<file path="src/rtl/register_file_pkg.sv">
// Shared CPU constants: data width, ROB tag width, register count and the "no dependency" tag.
package register_file_pkg;

  localparam int XLEN     = 32;
  localparam int ROB_ID_W = 5;
  localparam int REG_NUM  = 32;
  localparam int REG_ID_W = $clog2(REG_NUM);

  localparam logic [ROB_ID_W-1:0] NO_DEP = '0;

endpackage

</file>
<file path="src/rtl/register_file.sv">
// Architectural register file with rename tags; zero-latency reads with commit bypass.
// Launch renames rd, commit writes value and clears the tag only if it still matches; x0 is fixed.
module register_file
  import register_file_pkg::*;
#(
  parameter int XLEN     = register_file_pkg::XLEN,
  parameter int ROB_ID_W = register_file_pkg::ROB_ID_W,
  parameter int REG_NUM  = register_file_pkg::REG_NUM
) (
  input  logic                       clk_in,
  input  logic                       rst_in,
  input  logic                       rdy_in,
  input  logic                       _clear,
  input  logic                       _rf_launch_ready,
  input  logic [ROB_ID_W-1:0]        _rf_launch_rob_id,
  input  logic [$clog2(REG_NUM)-1:0] _rf_launch_register_id,
  input  logic                       _rf_commit_ready,
  input  logic [ROB_ID_W-1:0]        _rf_commit_rob_id,
  input  logic [$clog2(REG_NUM)-1:0] _rf_commit_register_id,
  input  logic [XLEN-1:0]            _rf_commit_value,
  input  logic [$clog2(REG_NUM)-1:0] _ask_rd_1,
  input  logic [$clog2(REG_NUM)-1:0] _ask_rd_2,
  output logic [ROB_ID_W-1:0]        _dep_rd_1,
  output logic [ROB_ID_W-1:0]        _dep_rd_2,
  output logic [XLEN-1:0]            _dep_value_1,
  output logic [XLEN-1:0]            _dep_value_2
);

  localparam int REG_W = $clog2(REG_NUM);

  logic [XLEN-1:0]     value_q [REG_NUM];
  logic [XLEN-1:0]     value_d [REG_NUM];
  logic [ROB_ID_W-1:0] dep_q   [REG_NUM];
  logic [ROB_ID_W-1:0] dep_d   [REG_NUM];

  logic commit_fire;
  logic commit_wr;
  logic launch_wr;

  assign commit_fire = _rf_commit_ready && rdy_in;
  assign commit_wr   = commit_fire && (_rf_commit_register_id != '0);
  assign launch_wr   = _rf_launch_ready && rdy_in && !_clear && (_rf_launch_register_id != '0);

  // A commit whose tag still owns the register forwards its result and reports no dependency.
  function automatic void read_port(
    input  logic [REG_W-1:0]    ask,
    input  logic [ROB_ID_W-1:0] dep,
    input  logic [XLEN-1:0]     val,
    input  logic                fire,
    input  logic [REG_W-1:0]    c_rd,
    input  logic [ROB_ID_W-1:0] c_tag,
    input  logic [XLEN-1:0]     c_val,
    output logic [ROB_ID_W-1:0] dep_o,
    output logic [XLEN-1:0]     val_o
  );
    if (ask == '0) begin
      dep_o = NO_DEP;
      val_o = '0;
    end else if (fire && (ask == c_rd) && (dep == c_tag)) begin
      dep_o = NO_DEP;
      val_o = c_val;
    end else begin
      dep_o = dep;
      val_o = val;
    end
  endfunction

  always_comb begin
    read_port(_ask_rd_1, dep_q[_ask_rd_1], value_q[_ask_rd_1], commit_fire,
              _rf_commit_register_id, _rf_commit_rob_id, _rf_commit_value,
              _dep_rd_1, _dep_value_1);
    read_port(_ask_rd_2, dep_q[_ask_rd_2], value_q[_ask_rd_2], commit_fire,
              _rf_commit_register_id, _rf_commit_rob_id, _rf_commit_value,
              _dep_rd_2, _dep_value_2);
  end

  // Order matters: clear, then commit, then launch, so a same-rd launch overrides the commit's clear.
  always_comb begin
    value_d = value_q;
    dep_d   = dep_q;
    if (rdy_in && _clear) begin
      for (int i = 0; i < REG_NUM; i++) dep_d[i] = NO_DEP;
    end
    if (commit_wr) begin
      value_d[_rf_commit_register_id] = _rf_commit_value;
      if (dep_q[_rf_commit_register_id] == _rf_commit_rob_id)
        dep_d[_rf_commit_register_id] = NO_DEP;
    end
    if (launch_wr) dep_d[_rf_launch_register_id] = _rf_launch_rob_id;
    value_d[0] = '0;
    dep_d[0]   = NO_DEP;
  end

  always_ff @(posedge clk_in) begin
    if (rst_in) begin
      for (int i = 0; i < REG_NUM; i++) begin
        value_q[i] <= '0;
        dep_q[i]   <= NO_DEP;
      end
    end else begin
      value_q <= value_d;
      dep_q   <= dep_d;
    end
  end

endmodule

</file>
<file path="config.mk">
export PLATFORM = sky130hd
export DESIGN_NAME = register_file
export DESIGN_NICKNAME = d
export VERILOG_FILES = /design/src/rtl/register_file_pkg.sv /design/src/rtl/register_file.sv
export SDC_FILE = /design/constraint.sdc
export NUM_CORES = 2
export LEC_CHECK = 0
export CAP_MARGIN = 20
export CORE_MARGIN = 2
export CORE_UTILIZATION = 30
export CTS_BUF_LIST = sky130_fd_sc_hd__clkbuf_2
export CTS_CLUSTER_DIAMETER = 30
export DETAILED_ROUTE_END_ITERATION = 6
export PLACE_DENSITY = 0.52
export SYNTH_ARGS = -nofsm -noshare
export SYNTH_HDL_FRONTEND = slang
export SYNTH_SLANG_ARGS = --single-unit
</file>
<file path="constraint.sdc">
create_clock -name clk_in -period 9.67 [get_ports clk_in]
set_input_delay 1.934 -clock clk_in [delete_from_list [all_inputs] [get_ports clk_in]]
set_output_delay 1.934 -clock clk_in [all_outputs]
set_load 0.02 [all_outputs]
</file>
======== Yosys cells after proc, flatten, opt, wreduce, memory -nomap -nowiden ========
Index checks and enable logic that the tools add are counted.
W data, S select, Z words.
storage, ports and cells
  output and inout port bits .............. 74
  logic and storage cells ................. 133
  bits of input ports ..................... 68
  register bits ........................... 1,184
cells by class
  multiplexer cells ....................... 35
  order comparisons ....................... 6
  bitwise logic cells ..................... 6
  equality and inequality tests ........... 5
  reduce and logical (&&, ||, !) cells .... 17
operator list
  kind                  number
  $bwmux W1024          1
  $mux W160             3
  $bmux W32 S5          2
  $mux W32              9
  $and A160 B160 Y160   1
  $bwmux W160           1
  $demux W32 S5         1
  $not A160 Y160        1
  $mux W155             1
  $bmux W5 S5           3
  $mux W5               12
  $demux W5 S5          2
  $eq A5 B5 Y1          5
  $ge A6 B6 Y1 const B  4
  $not A5 Y6            4
  $logic_and A1 B1 Y1   12
  $lt A6 B1 Y1 const B  2
  $logic_not A5 Y1      2
  $reduce_bool A5 Y1    2
  $logic_not A1 Y1      1

======== Logic depth before layout (Yosys ltp) ========
  word-level depth ........................ 11
  mapped depth ............................ 14
  depth with buffers taken out ............ 8

======== Worst setup path before layout ========
OpenSTA, ideal clock, no wires.
  path type ............................... in2out
  start point ............................. input _ask_rd_1[0]
  end point ............................... output _dep_value_1[0]
  buffers on the path ..................... 6
  slack ................................... 3.031 ns
  arrival time ............................ 4.705 ns
  data required time ...................... 7.736 ns
  cell stages on the path ................. 10
  cell sequence ........................... buf_2 -> buf_4 -> buf_2 -> buf_2 -> clkbuf_1 -> buf_2 -> mux4_2 -> mux4_2 -> mux2i_1 -> o21ai_0
between the ends
  longest elaborated chain between the ends .. 8
  elaborated cells between the ends (all ways) .. 14
  classes of those cells .................. eq/ne: 2; mux: 8; bitwise: 1; reduce/logical: 3
RTL lines
  element                                      RTL line             RTL
  start: declaration                           register_file.sv:21  input logic [$clog2(REG_NUM)-1:0] _ask_rd_1,
  $not A5 Y6 (not written as such)             register_file.sv:69  read_port(_ask_rd_1, dep_q[_ask_rd_1], value_q[_ask_rd_1], commit_fire,
  $bmux W5 S5                                  register_file.sv:69
  $mux W5 (not written as such) (2 in series)  register_file.sv:69
  $eq A5 B5 Y1                                 register_file.sv:59  end else if (fire && (ask == c_rd) && (dep == c_tag)) begin
  $logic_and A1 B1 Y1                          register_file.sv:59
  $mux W32                                     register_file.sv:59
  $mux W32 *                                   register_file.sv:56  if (ask == '0) begin
  end: declaration                             register_file.sv:25  output logic [XLEN-1:0] _dep_value_1,
Every way passes the cells marked *; elsewhere a longest branch is shown, timed or not. The select of a mux whose other input is x is not followed.

======== Final worst setup path ========
  start point ............................. input _ask_rd_1[3]
  end point ............................... output _dep_value_1[11]
Same word-level chain as after synthesis.

==> reports/metrics.cfg <==
[clock_network]
cts_resized = 0
cts_sinks = 1147
cts_root_buf = clkbuf_2
clkSlewWorstSetupHoldPaths_ps = 90
cts_buffer_depth = 4
clock_latency_ps = 1710
numCtsBuffers = 332
post_cts_buffers = 0
h-tree-depth = 5
cts_tree = yes
postCtsHoldBufs = 0

[floorplan]
start_util = 0.301
core_area_sq_mm = 0.201
dieArea_sq_mm = 0.206
io_pins = 142
die_h_microns = 454
die_w_microns = 454
fp-row-count = 165

[critical_path]
path_max_fanout = 60
end_kind = output port
critical_path_class = input port to output port
cp-startpoint = _ask_rd_1[3]
cp-start-kind = input port
r2r_start = dep_q[112]
reg2reg_depth = 8
cp.required_ps = 7740
rrSetupSlack_ps = 5930
crit_arrival_ps = 6530
regToRegEndpoint = dep_q[154]

[min_path]
min_path_type = flip-flop to flip-flop
hold_end = value_q[42]
holdPathStages = 2
min_from = value_q[42]

[logic_synthesis]
synth_top_cell_by_area = dfxtp_1
synth.area.top_cells = dfxtp_1 38%, mux4_2 25%, nand2_1 14%, a21oi_1 8.3%, clkbuf_1 3.2%
netlist_area_sq_mm = 0.0607
ys_top_cells_by_count = 2267 x nand2_1, 1147 x dfxtp_1, 1007 x a21oi_1
syn_avg_cell_area_sq_um = 9.24
yosys_register_bits = 1147
synthCells = 6565
synth-async-reset-ratio = 0
post-synth-top-count-cell = nand2_1
yosysSeqAreaShare = 0.378
ys_warn_count = 0
synthDistinctLibCells = 59
synth_top_area_share = 0.378
synthFlopType = dfxtp_1
syn-num-nets = 6633
synth_edf_count = 0

[timing]
fin_crit_sh = 0.876
final.setup.tns_ps = 0
whs_ps = 469
maxSlewViolCount = 0
fin_skew_ps = 101
max_freq_mhz = 118
tightest_slew_ps = 1200
fin_crit_ps = 8470
finalHoldViolCount = 0
grt_setup_unrepaired = false
fin_ws_ps = 1200
slew_headroom = 0.195
finalSetupViolCount = 0

[drt]
wl_per_cell_microns = 26.8
dr_wl_met2_mm = 113
routed_wl_mm = 251
highest_layer = met5
postRouteAntennaNets = 0
route.met3.wl_mm = 26.9
drtIter0Drc = 6622
m1WireLength_mm = 102
viasPerCell = 5.75
drt_pass1_iterations = 7
route.vias.total = 53900
drc = 7

[placed_design]
hpwl_mm = 136
portBuffers = 141
globalplace.congestion = 0.895
dpl_worst_slack_ps = 1230

[grt]
track_usage = 0.238
antenna_found_initial = 9
grt_max_degree = 212
grt_pass1_vias = 51200
grt_overflow = 0
grt_pass1_wl_mm = 360

[pwr]
total_power_mw = 9.03
ir_worst_vdd_mv = 0.0861
cellLeakagePower_nw = 21.2
power_density_mw_per_mm2 = 135

[layout]
area_delta_synth_final_pct = 10.3
num-fill-cells = 20900
fin_nets = 6559
multiInputGateArea_sq_mm = 0.0352
seq_area_sq_mm = 0.0230
drive_gt1_frac = 0.224

[status]
status = finished, violations left
violations = DRC

[job]
maxCapViolCount = 0

-- cell families (layout without fill, tap and decap cells) --
logic type | after synthesis | count (layout) | share of synthesized area
AO/OA/AOI/OAI | 1361 | 1361 | 0.128
XOR/XNOR | 19 | 19 | 0.00274
buffers and inverters | 695 | 825 | 0.0470
flip-flops | 1147 | 1147 | 0.378
multiplexers | 888 | 888 | 0.286
other | 0 | 9 | 0
AND/OR/NAND/NOR | 2455 | 2455 | 0.157
-- layout by cell type (no fill, tap or decap), types with 10 or more instances in the layout --
| cell type | netlist | routed |
|---|---|---|
| a22oi_1 | 33 | 33 |
| nand2_1 | 2267 | 2236 |
| buf_12 | 0 | 12 |
| mux2i_1 | 134 | 134 |
| o22ai_1 | 157 | 157 |
| mux2_2 | 84 | 84 |
| dfxtp_1 | 1147 | 1147 |
| clkdlybuf4s50_1 | 0 | 130 |
| o21ai_0 | 40 | 40 |
| nand3_1 | 43 | 43 |
| nor3_1 | 15 | 14 |
| a21oi_1 | 1007 | 1006 |
| xnor2_1 | 15 | 15 |
| o21ai_4 | 30 | 30 |
| nor2b_1 | 12 | 10 |
| clkbuf_2 | 30 | 452 |
| buf_4 | 12 | 128 |
| nor2_4 | 0 | 31 |
| nor2_1 | 50 | 19 |
| clkinv_1 | 0 | 63 |
| a22o_1 | 65 | 65 |
| clkinv_2 | 0 | 21 |
| mux4_2 | 670 | 670 |
| nand2_2 | 0 | 31 |
-- per-stage QoR --
stage / area (sq um) / std cells / utilization
after floorplan: 60700 / 6565 / -
after global placement: 64200 / 8825 / 0.319
after detailed placement: 64200 / 8828 / 0.319
after CTS: 66900 / 9366 / 0.332
after global routing: 66900 / 9375 / 0.332
final: 66900 / 9376 / 0.332
-- final cells by class --
cell class | count | area share
clock buffers | 452 | 0.0338
multi-input cells | 4723 | 0.527
clock inverters | 86 | 0.00559
flip-flops and latches | 1147 | 0.343
repair buffers | 283 | 0.0399
inverters | 4 | 0.000393
diodes | 9 | 0.000337
well taps | 2672 | 0.0500
-- registers in the layout, indices dropped and copies added (netlist names) --
name and cells:
value_q 992, dep_q 155
-- power by group --
part / switching [mW] / total, mW / internal, mW
Sequential: 0.0135 / 4.75 / 4.74
Clock: 2.19 / 3.47 / 1.28
Combinational: 0.562 / 0.811 / 0.249
-- metal layers --
metal  global-route usage  up-vias
met3               0.0525      586
met4                0.104       10
met2                0.364     3113
li1                     -    23300
met5              0.00163        -
met1                0.321    26900
-- critical path: stages --
cell and delay [ps]:
clkdlybuf4s50_1 880, clkinv_2 380, mux2i_1 190, a2111oi_0 500, nor3_1 170, xnor2_1 190, nor4_4 650, buf_12 380
nand3_1 120, o21ai_0 340, clkdlybuf4s50_1 740
-- worst max-delay path by stage --
stage | end
after floorplan | _dep_value_1[0]
after global placement | _dep_value_1[11]
after detailed placement | _dep_value_1[11]
after CTS | _dep_value_1[11]
after global routing | _dep_value_1[11]
final | _dep_value_1[11]
No activity file was read; power rests on OpenSTA's default activity.
